===== config.mk =====
export PLATFORM = sky130hd
export DESIGN_NAME = ql_serial_adder_seq
export DESIGN_NICKNAME = d
export VERILOG_FILES = /design/src/rtl/ql_serial_adder_pkg.sv /design/src/rtl/QL_XOR_MUX2.sv /design/src/rtl/ql_serial_adder_seq.sv
export SDC_FILE = /design/constraint.sdc
export NUM_CORES = 1
export LEC_CHECK = 0
export CORE_MARGIN = 4
export CORE_UTILIZATION = 53
export CTS_CLUSTER_DIAMETER = 120
export DETAILED_ROUTE_END_ITERATION = 7
export PLACE_DENSITY = 0.81
export SLEW_MARGIN = 20
export SYNTH_ARGS = -nofsm -noshare
export SYNTH_HDL_FRONTEND = slang
export SYNTH_HIERARCHICAL = 1
export SYNTH_SLANG_ARGS = --single-unit

===== constraint.sdc =====
create_clock -name clk_i -period 4.65 [get_ports clk_i]
set_input_delay 0.93 -clock clk_i [delete_from_list [all_inputs] [get_ports clk_i]]
set_output_delay 0.93 -clock clk_i [all_outputs]
set_load 0.02 [all_outputs]

===== src/rtl/ql_serial_adder_pkg.sv =====
// Shared definitions for the bit-serial add/subtract sequencer.
//   - State encoding (IDLE/RUN/DONE); encoding 2'd3 is unused and recovers to IDLE.
//   - cnt_w(): bit-counter width, max(1, $clog2(width)).
package ql_serial_adder_pkg;

    localparam logic [1:0] IDLE = 2'd0;
    localparam logic [1:0] RUN  = 2'd1;
    localparam logic [1:0] DONE = 2'd2;

    typedef enum logic [1:0] {
        StIdle = IDLE,
        StRun  = RUN,
        StDone = DONE
    } state_e;

    // Counter must index 0..width-1 and stay at least one bit wide for width=1.
    function automatic int unsigned cnt_w(input int unsigned width);
        int unsigned w;
        w = $clog2(width);
        return (w < 1) ? 1 : w;
    endfunction

endpackage


===== src/rtl/QL_XOR_MUX2.sv =====
// Single-bit carry cell: XOR for the sum, 2:1 mux for the carry.
//   p_i      : propagate (a ^ b)
//   g_i      : generate  (a & b)
//   ci_i     : carry in
//   sumout_o : p ^ ci
//   co_o     : p ? ci : g
module QL_XOR_MUX2 (
    input  logic p_i,
    input  logic g_i,
    input  logic ci_i,
    output logic sumout_o,
    output logic co_o
);

    assign sumout_o = p_i ^ ci_i;
    assign co_o     = p_i ? ci_i : g_i;

endmodule


===== src/rtl/ql_serial_adder_seq.sv =====
// Bit-serial add/subtract sequencer. Operands are accepted on a valid/ready handshake,
// processed LSB first through one QL_XOR_MUX2 cell (one bit per clock, carry registered
// between bits) and returned on a second valid/ready handshake.
//   clk_i       : clock, rising edge
//   rst_i       : asynchronous active-high reset
//   in_valid_i  : a_i/b_i/sub_i valid
//   in_ready_o  : idle, can accept operands
//   a_i, b_i    : WIDTH-bit operands
//   sub_i       : 1 = a-b, 0 = a+b
//   out_valid_o : sum_o/cout_o/ovf_o valid
//   out_ready_i : consumer takes result
//   sum_o       : result modulo 2^WIDTH
//   cout_o      : carry out of MSB (for subtract: 1 = no borrow)
//   ovf_o       : signed overflow
module ql_serial_adder_seq
    import ql_serial_adder_pkg::*;
#(
    parameter int unsigned WIDTH = 8
) (
    input  logic             clk_i,
    input  logic             rst_i,
    input  logic             in_valid_i,
    output logic             in_ready_o,
    input  logic [WIDTH-1:0] a_i,
    input  logic [WIDTH-1:0] b_i,
    input  logic             sub_i,
    output logic             out_valid_o,
    input  logic             out_ready_i,
    output logic [WIDTH-1:0] sum_o,
    output logic             cout_o,
    output logic             ovf_o
);

    localparam int unsigned     CntW    = cnt_w(WIDTH);
    localparam logic [CntW-1:0] CntLast = CntW'(WIDTH - 1);

    state_e           state_q, state_d;
    logic [WIDTH-1:0] opa_q, opa_d;
    logic [WIDTH-1:0] opb_q, opb_d;
    logic [WIDTH-1:0] sum_q, sum_d;
    logic             carry_q, carry_d;
    logic             ovf_ci_q, ovf_ci_d;
    logic [CntW-1:0]  cnt_q, cnt_d;

    logic accept;
    logic last_bit;
    logic cell_p, cell_g, cell_sum, cell_co;

    assign accept   = in_valid_i && (state_q == StIdle);
    assign last_bit = (cnt_q == CntLast);

    // Carry is fed back through carry_q only, so the cell has no combinational loop.
    assign cell_p = opa_q[0] ^ opb_q[0];
    assign cell_g = opa_q[0] & opb_q[0];

    QL_XOR_MUX2 u_carry_cell (
        .p_i      (cell_p),
        .g_i      (cell_g),
        .ci_i     (carry_q),
        .sumout_o (cell_sum),
        .co_o     (cell_co)
    );

    // State register
    always_ff @(posedge clk_i or posedge rst_i) begin
        if (rst_i) begin
            state_q <= StIdle;
        end else begin
            state_q <= state_d;
        end
    end

    // Next-state logic
    always_comb begin
        state_d = state_q;
        case (state_q)
            StIdle: if (accept) state_d = StRun;
            StRun:  if (last_bit) state_d = StDone;
            StDone: if (out_ready_i) state_d = StIdle;
            default: state_d = StIdle;
        endcase
    end

    // Outputs
    always_comb begin
        in_ready_o  = (state_q == StIdle);
        out_valid_o = (state_q == StDone);
        sum_o       = sum_q;
        cout_o      = carry_q;
        ovf_o       = ovf_ci_q ^ carry_q;
    end

    // Datapath next-state
    always_comb begin
        opa_d    = opa_q;
        opb_d    = opb_q;
        sum_d    = sum_q;
        carry_d  = carry_q;
        ovf_ci_d = ovf_ci_q;
        cnt_d    = cnt_q;
        if (accept) begin
            // Subtract as a + ~b + 1: the +1 enters as the initial carry.
            opa_d   = a_i;
            opb_d   = sub_i ? ~b_i : b_i;
            carry_d = sub_i;
            cnt_d   = '0;
        end else if (state_q == StRun) begin
            sum_d            = sum_q >> 1;
            sum_d[WIDTH-1]   = cell_sum;
            carry_d          = cell_co;
            opa_d            = opa_q >> 1;
            opb_d            = opb_q >> 1;
            if (last_bit) begin
                ovf_ci_d = carry_q;  // carry into the MSB
            end else begin
                cnt_d = cnt_q + 1'b1;
            end
        end
    end

    // Datapath registers
    always_ff @(posedge clk_i or posedge rst_i) begin
        if (rst_i) begin
            opa_q    <= '0;
            opb_q    <= '0;
            sum_q    <= '0;
            carry_q  <= 1'b0;
            ovf_ci_q <= 1'b0;
            cnt_q    <= '0;
        end else begin
            opa_q    <= opa_d;
            opb_q    <= opb_d;
            sum_q    <= sum_d;
            carry_q  <= carry_d;
            ovf_ci_q <= ovf_ci_d;
            cnt_q    <= cnt_d;
        end
    end

endmodule


# After elaboration in Yosys (flattened, before gate mapping)
# Cells that the tools add are included.
dict set report totals {
  mem_bits_rw 0
  n_memories 0
  output_inout_bits 12
  elab_cells 45
  romBits 0
  reg_bits 31
  latchBits 0
}
dict set report classes {
  order_cmp 0
  multipliers 0
  n_reduce_logical 8
  n_addsub 1
  bitwise 6
  mux 15
  n_eq_ne 8
  div 0
  n_shift 0
}
# cell count
set op_table {}
lappend op_table {{8-bit two-way mux} 5}
lappend op_table {{3-bit two-way mux} 3}
lappend op_table {{8-bit inverter} 1}
lappend op_table {{2-bit two-way mux} 3}
lappend op_table {{2-bit inequality test, second input constant} 3}
lappend op_table {{2-bit one-hot mux with 3 select lines} 1}
lappend op_table {{2-bit AND reduction} 3}
lappend op_table {{3-bit AND reduction} 2}
lappend op_table {{2-bit by 1-bit inequality test with 1-bit output, second input constant} 2}
lappend op_table {{3-bit by 1-bit adder with 3-bit output, second input constant} 1}
lappend op_table {{3-bit equality test, second input constant} 1}
lappend op_table {{1-bit two-way mux} 3}
lappend op_table {{1-bit bitwise XOR} 3}
lappend op_table {{2-bit by 1-bit equality test with 1-bit output, second input constant} 1}
lappend op_table {{2-bit equality test, second input constant} 1}
lappend op_table {{2-bit logical NOT} 1}
lappend op_table {{2-bit nonzero test} 1}
lappend op_table {{1-bit bitwise AND} 1}
lappend op_table {{1-bit logical AND} 1}
lappend op_table {{1-bit inverter} 1}

# Depth between registers and ports, before layout
dict set report logic_depth {
  word_depth 4
  depth_mapped 5
  depth_no_buf 5
}

# By module
# Netlist, hierarchy kept.
# module area_each_um2 n_inst cells_per_inst seq_area_each_um2
set by_module_without_submodules {}
lappend by_module_without_submodules {ql_serial_adder_seq 1432.6 1 141 775.7}
lappend by_module_without_submodules {QL_XOR_MUX2 23.8 1 2 0.0}

# Worst setup path after synthesis
# Ideal clock, no wire load.
dict set report synth_timing {
  path_kind {reg-to-output}
  from {register carry_q (netlist: cout_o)}
  to {output ovf_o}
  arrival_ns 0.910
  required_time_ns 3.720
  path_buffers 0
  path_slack_ns 2.810
  path_stages_with_launch 2
  cell_sequence {dfrtp_1 xor2_1}
}
dict set report synth_via {
  elab_chain_len 1
}
# item line
set synth_rtl {}
lappend synth_rtl {{from (decl)} ql_serial_adder_seq.sv:41} ;# logic carry_q, carry_d;
lappend synth_rtl {{from (signal assigned)} ql_serial_adder_seq.sv:134} ;# carry_q <= carry_d;
lappend synth_rtl {{1-bit bitwise XOR} ql_serial_adder_seq.sv:90} ;# ovf_o = ovf_ci_q ^ carry_q;
lappend synth_rtl {{to (decl)} ql_serial_adder_seq.sv:31} ;# output logic ovf_o
# No other way between the ends.

# Worst setup path in the final report
dict set report layout_timing {
  from {register state_q[1]}
  to {output out_valid_o}
}
dict set report layout_via {
  elab_chain_len 1
}
# item line
set layout_rtl {}
lappend layout_rtl {{from (decl)} ql_serial_adder_seq.sv:37} ;# state_e state_q, state_d;
lappend layout_rtl {{from (signal assigned)} ql_serial_adder_seq.sv:67} ;# state_q <= StIdle;
lappend layout_rtl {{from (signal assigned)} ql_serial_adder_seq.sv:69} ;# state_q <= state_d;
lappend layout_rtl {{2-bit equality test} ql_serial_adder_seq.sv:87} ;# out_valid_o = (state_q == StDone);
lappend layout_rtl {{to (decl)} ql_serial_adder_seq.sv:27} ;# output logic out_valid_o,
# No other way between the ends.

==> flow_summary.ini <==
[floorplan]
num_rows = 18
die_area_mm2 = 0.00365
coreArea_mm2 = 0.00254
die_w_um = 60.4
ios = 33
die_h_um = 60.4
initial_core_util_pct = 57.2

[cts]
cts_hold_buf = 0
cts.sink_count = 31
clk_transition_reported_paths_ns = 0.09
cts_buffers = 5
cts-resized-gates = 0
post_cts_buffers = 0
cts_tree = yes
clk_path_buf_depth = 2
clock_latency_ns = 0.33
root_buffer = clkbuf_4
htreeDepth = 2

[logic_synthesis]
synth_seq_cells = 31
synth_top_area_share_pct = 53.3
syn_area_per_cell_um2 = 10.2
synth_warnings = 6
syn_area_mm2 = 0.00146
syn_nets = 167
synth_top_area_cell = dfrtp_1
synth.area.top_cells = dfrtp_1 (53%), nand2_1 (13%), a22oi_1 (4.1%)
synth_cell_types = 26
synth_cells = 143
seq_area_frac_synth_pct = 53.3

[detailed_routing]
vias_per_cell = 5.47
drt_iter0_drc = 59
wl_per_cell_um = 14.1
first_pass_iters = 4
ant_nets = 0
drc = 0
num_vias = 1126
drt_wl_total_um = 2900

[sta]
min_period_ns = 2.71
rsz0062_at_grt = no
slew-limit-headroom_pct = 40.9
hold-worst-slack_ns = 0.478
layout_setup_ws_ns = 1.94
tightest_slew_ns = 0.883
final_hold_viol_count = 0
setup_viol = 0
slew_violations = 0
tns_ns = 0
timing.fmax_mhz = 370
fin_worst_skew_ns = 0.00544
fin_crit_sh_pct = 58.2

[critical_path]
crit_chain = or2b_1, inv_1, clkdlybuf4s50_1
critPathSlowestCell = clkdlybuf4s50_1
critPathMaxFanout = 8
rrSetupSlack_ns = 2.74
r2r-end = ovf_ci_q
slowest_delay_ns = 0.59
start_kind = flip-flop
reg2reg_from = state_q[0]
crit_family = buffers and inverters
critPathBufInv = 2
end_kind = output pin
r2r_cells = 3
crit_start = state_q[1]
critPathKind = flip-flop to output pin
arrival_ns = 1.78
required_ns = 3.72

[grt]
grt.overflow.total = 0
grt_pass1_vias = 1151
grt_usage_pct = 18.3
grt_pass1_wl_um = 4860
grt_max_degree = 32
antenna_found_initial = 0

[power]
max-vdd-ir-drop_v = 0.000455
p_leak_uw = 0.000876
power_density_mw_per_mm2 = 647

[min_path]
min-delay-start = sum_o[0]
whs_path_depth = 2
hold_path_class = flip-flop to flip-flop
hold_end = sum_o[0]

[job]
cap_violations = 0

[place]
dp.final_hpwl_um = 2020
numPortBuffers = 32
placed_cells = 198
gp_congestion = 0.747
place_ws_ns = 2.19

[layout]
fillers = 212
area_delta_synth_final_pct = 25.4
drive_above_1_share_pct = 8.52
final_nets = 199
final_cells = 206
diodes = 0

[run_status]
status = finished clean
final cells by class:
cell class | count | area [um2] | area share (%)
tap | 30 | 37.5 | 2.05
timing repair buffer | 32 | 320 | 17.5
sequential | 31 | 776 | 42.5
multi-input combinational | 102 | 613 | 33.6
inverter | 3 | 11.3 | 0.616
clock buffer | 8 | 68.8 | 3.77
synth_stat cells (all sizes together):
cell type and number:
o21bai 1, nor3b 2, a221o 4, a22oi 8, nand2 49, xor2 5, mux2 3, or2b 1
nor2 9, a22o 2, nand2b 1, o21ai 2, dfrtp 31, nor2b 1, nand3 2, or3b 1
buf 7, a31oi 3, inv 3, xnor2 5, ha 3
worst register-to-register path: cells and delay by family, from the launching register on:
family / cells / cell delay, ns
multiplexers: 1 / 0.33
AND/OR/NAND/NOR: 2 / 0.98
flip-flops: 1 / 0.49
cell usage in the layout, fill, tap and decap left out, types with 2 or more instances in the layout:
cell and instances:
nand2_1 49, clkdlybuf4s50_1 32, dfrtp_1 31, nor2_1 9, a22oi_1 8, xnor2_1 5, xor2_1 5, clkbuf_4 5
a221o_1 4, a31oi_1 3, ha_1 3, a22o_1 2, mux2_4 2, nand3_1 2, inv_1 2, clkbuf_8 2
kinds of logic after synthesis:
logic type | Yosys count | share of synthesized area, %
adders and majority gates | 3 | 2.58
buffers and inverters | 10 | 4.64
AOI/OAI and AO/OA | 20 | 10.6
DFF | 31 | 53.3
xor gates and xnor gates | 10 | 6.01
and+or+nand+nor | 66 | 20.1
muxes | 3 | 2.84
per-stage QoR:
stage	total power [uW]	area, um2	util, %
finish	1180	1830	71.8
global route	1280	1830	71.8
CTS	1190	1830	71.8
detailed placement	1010	1760	69.1
global placement	984	1760	69.1
floorplan	863	1460	-
layer usage:
metal / global-route usage, % / routed length (um)
met1: 21.6 / 1240
met2: 31.9 / 1430
met3: 4.68 / 205
met4: 7.43 / 22
met5: 0 / 0
report_power, final:
part	leakage, uW	switching, uW	internal (uW)	total [uW]
sequential	0.000393	86.4	390	476
combinational	0.000444	281	248	529
clock	0.0000386	88.0	88.9	177
total	0.000876	455	727	1180
worst max path at each step:
stage	cells past startpoint	slack (ns)	endpoint
5_1_grt	3	1.85	out_valid_o
3_3_place_gp	4	2.26	cnt_q[0]
2_1_floorplan	1	2.81	ovf_o
4_1_cts	3	1.92	out_valid_o
6_report	3	1.94	out_valid_o
3_5_place_dp	4	2.19	cnt_q[0]
registers in the layout (all words and copies together) (netlist names):
name and flops:
cnt_q 3, cout_o 1, opa_q 8, opb_q 8
ovf_ci_q 1, state_q 2, sum_o 8
(Power assumes the default switching activity.)
